[config.mk]
export PLATFORM = sky130hd
export DESIGN_NAME = lsq_mem_ctrl_flat
export DESIGN_NICKNAME = d
export VERILOG_FILES = /design/src/rtl/lsq_mem_ctrl_if.sv /design/src/rtl/lsq_mem_ctrl.sv /design/src/flat_wrapper.sv
export SDC_FILE = /design/constraint.sdc
export NUM_CORES = 1
export LEC_CHECK = 0
export BUFFER_PORTS_ARGS = -buffer_cell sky130_fd_sc_hd__buf_2
export CORE_UTILIZATION = 50
export DETAILED_ROUTE_END_ITERATION = 16
export GPL_ROUTABILITY_DRIVEN = 0
export PLACE_DENSITY = 0.79
export SETUP_SLACK_MARGIN = 0.5
export SLEW_MARGIN = 25
export SYNTH_ARGS = -nofsm -noshare
export SYNTH_HDL_FRONTEND = slang
export SYNTH_SLANG_ARGS = --single-unit
[constraint.sdc]
create_clock -name clk -period 2.6 [get_ports clk]
set_input_delay 0.13 -clock clk [delete_from_list [all_inputs] [get_ports clk]]
set_output_delay 0.13 -clock clk [all_outputs]
set_load 0.005 [all_outputs]
[src/rtl/lsq_mem_ctrl_if.sv]
// Signal bundle between lsq_mem_ctrl and its LSQ, data-memory port and CDB.
// The master modport is the controller's view; slave is the surrounding pipeline/memory.
interface lsq_mem_ctrl_if #(
    parameter int PREG_W = 6,
    parameter int ROB_W  = 5
);
    logic              lsq_read_en;
    logic              lsq_valid;
    logic [6:0]        lsq_opcode;
    logic [2:0]        lsq_funct3;
    logic [31:0]       lsq_imm;
    logic [PREG_W-1:0] lsq_phys_rd;
    logic [ROB_W-1:0]  lsq_rob_idx;
    logic [31:0]       rs1_val;
    logic [31:0]       rs2_val;

    logic [31:0]       dmem_addr;
    logic [3:0]        dmem_rmask;
    logic [3:0]        dmem_wmask;
    logic [31:0]       dmem_wdata;
    logic [31:0]       dmem_rdata;
    logic              dmem_resp;

    logic              cdb_valid;
    logic [PREG_W-1:0] cdb_phys_rd;
    logic [ROB_W-1:0]  cdb_rob_idx;
    logic [31:0]       cdb_data;
    logic              cdb_misaligned;

    modport master (
        output lsq_read_en,
        input  lsq_valid, lsq_opcode, lsq_funct3, lsq_imm, lsq_phys_rd, lsq_rob_idx,
        input  rs1_val, rs2_val,
        output dmem_addr, dmem_rmask, dmem_wmask, dmem_wdata,
        input  dmem_rdata, dmem_resp,
        output cdb_valid, cdb_phys_rd, cdb_rob_idx, cdb_data, cdb_misaligned
    );

    modport slave (
        input  lsq_read_en,
        output lsq_valid, lsq_opcode, lsq_funct3, lsq_imm, lsq_phys_rd, lsq_rob_idx,
        output rs1_val, rs2_val,
        input  dmem_addr, dmem_rmask, dmem_wmask, dmem_wdata,
        output dmem_rdata, dmem_resp,
        input  cdb_valid, cdb_phys_rd, cdb_rob_idx, cdb_data, cdb_misaligned
    );
endinterface

[src/rtl/lsq_mem_ctrl.sv]
// Pops one LSQ entry at a time, runs a single dmem request/response for it and
// reports completion on the CDB; a flushed in-flight access is drained, never abandoned.
module lsq_mem_ctrl #(
    parameter int PREG_W = 6,
    parameter int ROB_W  = 5
) (
    input  logic           clk,
    input  logic           rst,
    input  logic           flush,
    lsq_mem_ctrl_if.master bus,
    output logic           busy
);
    localparam logic [6:0] OP_B_STORE = 7'b0100011;

    typedef enum logic [2:0] {IDLE, POLL, ISSUE, WAIT, DONE, DRAIN} state_t;
    state_t state_reg, state_next;

    logic              is_store_reg;
    logic [2:0]        funct3_reg;
    logic [1:0]        off_reg;
    logic [31:0]       addr_reg;
    logic [3:0]        mask_reg;
    logic [31:0]       wdata_reg;
    logic [PREG_W-1:0] phys_rd_reg;
    logic [ROB_W-1:0]  rob_idx_reg;
    logic [31:0]       data_reg;
    logic              misaligned_reg;

    logic [31:0] eff_addr;
    logic [1:0]  off;
    logic [3:0]  mask;
    logic        misaligned;
    logic        capture;
    logic        load_done;
    logic [31:0] rdata_shift;
    logic [31:0] load_data;

    assign eff_addr = bus.rs1_val + bus.lsq_imm;
    assign off      = eff_addr[1:0];

    // funct3[1:0] encodes the access size; unused size codes are treated as word.
    always_comb begin
        mask       = 4'b1111;
        misaligned = 1'b0;
        case (bus.lsq_funct3[1:0])
            2'b00: mask = 4'b0001 << off;
            2'b01: begin
                mask       = 4'b0011 << off;
                misaligned = off[0];
            end
            default: misaligned = (off != 2'b00);
        endcase
    end

    assign rdata_shift = bus.dmem_rdata >> {off_reg, 3'b000};

    always_comb begin
        case (funct3_reg)
            3'b000:  load_data = {{24{rdata_shift[7]}}, rdata_shift[7:0]};
            3'b001:  load_data = {{16{rdata_shift[15]}}, rdata_shift[15:0]};
            3'b100:  load_data = {24'd0, rdata_shift[7:0]};
            3'b101:  load_data = {16'd0, rdata_shift[15:0]};
            default: load_data = rdata_shift;
        endcase
    end

    always_comb begin
        state_next = state_reg;
        capture    = 1'b0;
        load_done  = 1'b0;
        case (state_reg)
            IDLE:  state_next = flush ? IDLE : POLL;
            POLL: begin
                if (flush || !bus.lsq_valid) begin
                    state_next = IDLE;
                end else begin
                    capture    = 1'b1;
                    state_next = misaligned ? DONE : ISSUE;
                end
            end
            // The request is already on the bus in ISSUE, so a flush must still wait it out.
            ISSUE: state_next = flush ? DRAIN : WAIT;
            WAIT: begin
                if (flush) begin
                    state_next = bus.dmem_resp ? IDLE : DRAIN;
                end else if (bus.dmem_resp) begin
                    load_done  = 1'b1;
                    state_next = DONE;
                end
            end
            DONE:  state_next = IDLE;
            DRAIN: state_next = bus.dmem_resp ? IDLE : DRAIN;
            default: state_next = IDLE;
        endcase
    end

    always_ff @(posedge clk or negedge rst) begin
        if (!rst) begin
            state_reg      <= IDLE;
            is_store_reg   <= 1'b0;
            funct3_reg     <= 3'd0;
            off_reg        <= 2'd0;
            addr_reg       <= 32'd0;
            mask_reg       <= 4'd0;
            wdata_reg      <= 32'd0;
            phys_rd_reg    <= '0;
            rob_idx_reg    <= '0;
            data_reg       <= 32'd0;
            misaligned_reg <= 1'b0;
        end else begin
            state_reg <= state_next;
            if (capture) begin
                is_store_reg   <= (bus.lsq_opcode == OP_B_STORE);
                funct3_reg     <= bus.lsq_funct3;
                off_reg        <= off;
                addr_reg       <= {eff_addr[31:2], 2'b00};
                mask_reg       <= misaligned ? 4'd0 : mask;
                wdata_reg      <= bus.rs2_val << {off, 3'b000};
                phys_rd_reg    <= bus.lsq_phys_rd;
                rob_idx_reg    <= bus.lsq_rob_idx;
                data_reg       <= 32'd0;
                misaligned_reg <= misaligned;
            end else if (load_done && !is_store_reg) begin
                data_reg <= load_data;
            end
        end
    end

    // State is already IDLE while rst is low, so the pop request is masked by rst directly.
    always_comb begin
        bus.lsq_read_en    = rst && (state_reg == IDLE) && !flush;
        bus.dmem_addr      = 32'd0;
        bus.dmem_rmask     = 4'd0;
        bus.dmem_wmask     = 4'd0;
        bus.dmem_wdata     = 32'd0;
        bus.cdb_valid      = 1'b0;
        bus.cdb_phys_rd    = '0;
        bus.cdb_rob_idx    = '0;
        bus.cdb_data       = 32'd0;
        bus.cdb_misaligned = 1'b0;
        if (state_reg == ISSUE) begin
            bus.dmem_addr = addr_reg;
            if (is_store_reg) begin
                bus.dmem_wmask = mask_reg;
                bus.dmem_wdata = wdata_reg;
            end else begin
                bus.dmem_rmask = mask_reg;
            end
        end
        if (state_reg == DONE && !flush) begin
            bus.cdb_valid      = 1'b1;
            bus.cdb_phys_rd    = is_store_reg ? '0 : phys_rd_reg;
            bus.cdb_rob_idx    = rob_idx_reg;
            bus.cdb_data       = data_reg;
            bus.cdb_misaligned = misaligned_reg;
        end
    end

    assign busy = (state_reg != IDLE);
endmodule

[src/flat_wrapper.sv]
// flat-port wrapper written by rule: the top's interface ports become plain ports
module lsq_mem_ctrl_flat 
#(
    parameter int PREG_W = 6,
    parameter int ROB_W  = 5
)
  (clk, rst, flush, busy, bus_lsq_read_en, bus_lsq_valid, bus_lsq_opcode, bus_lsq_funct3, bus_lsq_imm, bus_lsq_phys_rd, bus_lsq_rob_idx, bus_rs1_val, bus_rs2_val, bus_dmem_addr, bus_dmem_rmask, bus_dmem_wmask, bus_dmem_wdata, bus_dmem_rdata, bus_dmem_resp, bus_cdb_valid, bus_cdb_phys_rd, bus_cdb_rob_idx, bus_cdb_data, bus_cdb_misaligned);
  lsq_mem_ctrl_if #(.PREG_W(PREG_W), .ROB_W(ROB_W)) bus_i ();
  input  logic clk;
  input  logic rst;
  input  logic flush;
  output logic busy;
  output wire logic [$bits(bus_i.lsq_read_en)-1:0] bus_lsq_read_en;
  input wire logic [$bits(bus_i.lsq_valid)-1:0] bus_lsq_valid;
  input wire logic [$bits(bus_i.lsq_opcode)-1:0] bus_lsq_opcode;
  input wire logic [$bits(bus_i.lsq_funct3)-1:0] bus_lsq_funct3;
  input wire logic [$bits(bus_i.lsq_imm)-1:0] bus_lsq_imm;
  input wire logic [$bits(bus_i.lsq_phys_rd)-1:0] bus_lsq_phys_rd;
  input wire logic [$bits(bus_i.lsq_rob_idx)-1:0] bus_lsq_rob_idx;
  input wire logic [$bits(bus_i.rs1_val)-1:0] bus_rs1_val;
  input wire logic [$bits(bus_i.rs2_val)-1:0] bus_rs2_val;
  output wire logic [$bits(bus_i.dmem_addr)-1:0] bus_dmem_addr;
  output wire logic [$bits(bus_i.dmem_rmask)-1:0] bus_dmem_rmask;
  output wire logic [$bits(bus_i.dmem_wmask)-1:0] bus_dmem_wmask;
  output wire logic [$bits(bus_i.dmem_wdata)-1:0] bus_dmem_wdata;
  input wire logic [$bits(bus_i.dmem_rdata)-1:0] bus_dmem_rdata;
  input wire logic [$bits(bus_i.dmem_resp)-1:0] bus_dmem_resp;
  output wire logic [$bits(bus_i.cdb_valid)-1:0] bus_cdb_valid;
  output wire logic [$bits(bus_i.cdb_phys_rd)-1:0] bus_cdb_phys_rd;
  output wire logic [$bits(bus_i.cdb_rob_idx)-1:0] bus_cdb_rob_idx;
  output wire logic [$bits(bus_i.cdb_data)-1:0] bus_cdb_data;
  output wire logic [$bits(bus_i.cdb_misaligned)-1:0] bus_cdb_misaligned;
  assign bus_lsq_read_en = bus_i.lsq_read_en;
  assign bus_i.lsq_valid = bus_lsq_valid;
  assign bus_i.lsq_opcode = bus_lsq_opcode;
  assign bus_i.lsq_funct3 = bus_lsq_funct3;
  assign bus_i.lsq_imm = bus_lsq_imm;
  assign bus_i.lsq_phys_rd = bus_lsq_phys_rd;
  assign bus_i.lsq_rob_idx = bus_lsq_rob_idx;
  assign bus_i.rs1_val = bus_rs1_val;
  assign bus_i.rs2_val = bus_rs2_val;
  assign bus_dmem_addr = bus_i.dmem_addr;
  assign bus_dmem_rmask = bus_i.dmem_rmask;
  assign bus_dmem_wmask = bus_i.dmem_wmask;
  assign bus_dmem_wdata = bus_i.dmem_wdata;
  assign bus_i.dmem_rdata = bus_dmem_rdata;
  assign bus_i.dmem_resp = bus_dmem_resp;
  assign bus_cdb_valid = bus_i.cdb_valid;
  assign bus_cdb_phys_rd = bus_i.cdb_phys_rd;
  assign bus_cdb_rob_idx = bus_i.cdb_rob_idx;
  assign bus_cdb_data = bus_i.cdb_data;
  assign bus_cdb_misaligned = bus_i.cdb_misaligned;
  lsq_mem_ctrl #(.PREG_W(PREG_W), .ROB_W(ROB_W)) u_core (.clk(clk), .rst(rst), .flush(flush), .bus(bus_i), .busy(busy));
endmodule
==> out/summary.log <==
qor: floorplan.initial_core_util 51.2%
qor: cts.cts.reportedPaths.clkPinSlew 60 ps
qor: placement.hpwlAfterDp 17300 um
qor: final_layout.num-fill-cells 1288
qor: grt.groute.usage.overall 29.2%
qor: floorplan.io_pins 273
qor: cts.tritoncts built
qor: cts.clkSinkCount 119
qor: setup_path.critPathRequiredTime 2910 ps
qor: cts.cts_htree_levels 4
qor: yosys.synth_seq_area_share 36.8%
qor: grt.antenna_violations_before_repair 0
qor: sta.skew 7.83 ps
qor: sta.post-route-min-period 2000 ps
qor: final_layout.layout-drive-gt1-share 30.2%
qor: detailed_routing.dr.pass1.iters 4
qor: sta.timing.final.crit_share 76.7%
qor: sta.finalMaxSlewViolations 0
qor: grt.pin_count_of_the_biggest_net_entering_global_routing 107
qor: grt.grt_busiest_layer met2
qor: sta.finalHoldViolCount 0
qor: power_and_ir_drop.static-leakage-power 5.74 nW
qor: sta.maxSlewHeadroom 60.2%
qor: grt.grt_pass1_vias 7480
qor: yosys.synth_top_area_cell dfrtp_1
qor: outcome.run_status finished clean
qor: job.timing.max_cap.violations 0
qor: min_path.worst_hold_startpoint bus_rs2_val[0]
qor: grt.grtUsageMet2 47.1%
qor: yosys.synth_commonest_cells nand2_1 (212), dfrtp_1 (119), and3_1 (68), o21ai_0 (63), clkbuf_1 (57)
qor: detailed_routing.drt-initial-drc-count 586
qor: cts.clock_insertion_delay_worst_skew 420 ps
qor: power_and_ir_drop.total_power_divided_by_cell_area 744 nW/um^2
qor: final_layout.postLayoutCellArea 10600 um^2
qor: final_layout.areaGrowthSynthToFinish 31.2%
qor: yosys.synthMostInstantiatedCell nand2_1
qor: power_and_ir_drop.power.ir.vdd_worst 0.000576 V
qor: detailed_routing.drt_drc_violations_left 0
qor: yosys.synth-seq-cells 119
qor: sta.setup-violations-final 0
qor: min_path.hold_path_class input port to register
qor: detailed_routing.routed_via_density 5.61
qor: placement.port_buffers 270
qor: sta.totalNegativeSetupSlack 0 ps
qor: grt.grt_overflow 0
qor: yosys.synthesis.instances 982
qor: yosys.ys_dominant_reg_cell dfrtp_1
qor: floorplan.die-width 129 um
qor: placement.dpl-instance-area 9660 um^2
qor: setup_path.r2r-start u_core.state_reg[2]
qor: grt.gr_util_met1 38.5%
qor: cts.cts_made_buffers 17
qor: yosys.synthesized_area_divided_by_synthesized_cell_count 8.25 um^2
qor: grt.grt_pass1_wl 38000 um
qor: sta.max_freq 501 MHz
qor: yosys.yosysWarningCount 0
qor: setup_path.crit_slowest_cell a221o_2
qor: grt.global_route.usage.met3 5.37%
qor: detailed_routing.drt-wirelength-per-cell 16.7 um
qor: detailed_routing.vias 8295
qor: setup_path.worst_setup_path_start_kind input port
qor: yosys.synth_cell_type_count 70
qor: yosys.synth-async-reset-ratio 100%
qor: yosys.synth.cell_area 8100 um^2
qor: setup_path.crit_path_cell_trace buf_2 -> ha_4 -> inv_2 -> fa_2 -> nor2b_4 -> o31a_1 -> o21ai_2 -> a21oi_2 -> a221o_2 -> a41oi_4 -> xor2_1 -> o21ai_1
qor: cts.cts_buffer_depth 2
qor: yosys.number_of_enable_type_register_cells_in_the_synthesized_netlist 0
qor: setup_path.endpoint_kind register
qor: placement.dpl.cell_count 1415
qor: floorplan.design.die.area 16700 um^2
qor: setup_path.timing_worst_setup_path_type input port to register
qor: yosys.yosys-top-cells-area dfrtp_1 (37%), nand2_1 (9.8%), and3_1 (5.3%)
qor: final_layout.nets 1436
qor: setup_path.arrival_time_worst_endpoint 2300 ps
qor: yosys.netlist.area_leader.share 36.8%
qor: final_layout.layoutNonFillerInstCount 1479
qor: setup_path.worst_setup_path_startpoint bus_rs1_val[0]
qor: detailed_routing.routed_wirelength 24800 um
qor: sta.unrepaired_setup_endpoints_after_global_routing false
qor: floorplan.floorplan.core_area 15800 um^2
qor: detailed_routing.drtAntennaViolNets 0
qor: cts.clockRootBuffer clkbuf_16
qor: setup_path.timing.critical_path.slowest_cell_delay 410 ps
qor: power_and_ir_drop.p_total 7.91 mW
qor: floorplan.die-height 129 um
qor: floorplan.fp-row-count 46
qor: setup_path.crit_path_max_fanout 5
qor: sta.max_slew.worst_pin.slew 597 ps
## what timing repair did
action / CTS / global route
endpoints found under the setup margin: 65 / 118
hold buffers: 20 / 0
cloned: 1 / 2
setup buffers: 2 / 7
endpoints found under the hold margin: 32 / 0
gates resized for setup: 7 / 10
pin swaps: 2 / 7
## final timing paths
check                                       end  slack, ps  cells after the start
min in group asynchronous   u_core.state_reg[0]        120                      2
setup / recovery            u_core.addr_reg[22]        600                     12
setup reg to reg           u_core.wdata_reg[30]        640                      5
max in group asynchronous    u_core.addr_reg[4]       1620                      3
hold / removal              u_core.wdata_reg[0]         30                      3
hold reg to reg            u_core.wdata_reg[11]        460                      2
## cells in the final DEF, fill, tap and decap left out, types with 5 or more instances in the layout
cell,count
o21bai_1,6
clkbuf_16,18
xor2_1,16
o21a_1,5
buf_2,269
a211o_1,7
o21ai_1,15
dlygate4sd3_1,20
buf_12,5
a21o_1,13
a22o_1,17
xnor2_1,10
nand2_1,212
buf_4,24
dfrtp_1,117
and2_1,45
a211oi_1,6
o211ai_1,11
o21ai_0,63
nand3_1,23
mux2i_1,25
nor2_1,36
ha_1,30
nor3b_1,5
inv_1,11
nor2b_1,11
o31ai_1,5
a21oi_1,54
mux2_2,18
and3_1,67
nor3_1,5
a32o_1,7
## routing by layer
layer / share of wire, % / wire (um)
met5: 0 / 0
met4: 3.6 / 903
met3: 7.1 / 1760
met2: 47 / 11600
met1: 43 / 10500
## layout make-up
| type | count | area, um^2 | share of cell area, % |
|---|---|---|---|
| well taps | 216 | 270 | 2.54 |
| inverters | 12 | 45.0 | 0.424 |
| multi-input cells | 779 | 4870 | 45.9 |
| clock inverters | 11 | 125 | 1.18 |
| diodes | 1 | 2.50 | 0.0235 |
| repair buffers | 321 | 1870 | 17.6 |
| flip-flops and latches | 119 | 2980 | 28.0 |
| clock buffers | 20 | 457 | 4.30 |
## power breakdown
group	switching (mW)	internal, mW	leakage (nW)	total [mW]
sequential	0.424	2.52	1.55	2.94
combinational	1.54	1.10	3.91	2.64
clock	0.868	1.46	0.282	2.32
total	2.83	5.08	5.74	7.91
## kinds of logic after synthesis
group,synth area share [%]
flip-flops,36.8
adder cells (fa/ha/maj),5.04
AND/OR/NAND/NOR,26.3
multiplexers,5.59
buffers and inverters,4.20
other,0.0463
AO/OA/AOI/OAI,19.2
XOR/XNOR,2.81
## per-stage QoR
stage / setup slack [ps] / utilization [%] / hold WS [ps]
after floorplan: 482 / - / -166
after global placement: 249 / 61.0 / 6.76
after detailed placement: 142 / 61.0 / 7.21
after CTS: 533 / 66.4 / 6.80
after global routing: 494 / 67.1 / 20.4
final: 605 / 67.1 / 25.2
## worst max-delay path: cells and delay by family
family                   cells  cell delay (ps)
buffers and inverters        2              170
adder cells (fa/ha/maj)      2              380
AND/OR/NAND/NOR              1               40
XOR/XNOR                     1              170
AO/OA/AOI/OAI                6             1400
Power figures use the tool's default switching activity.
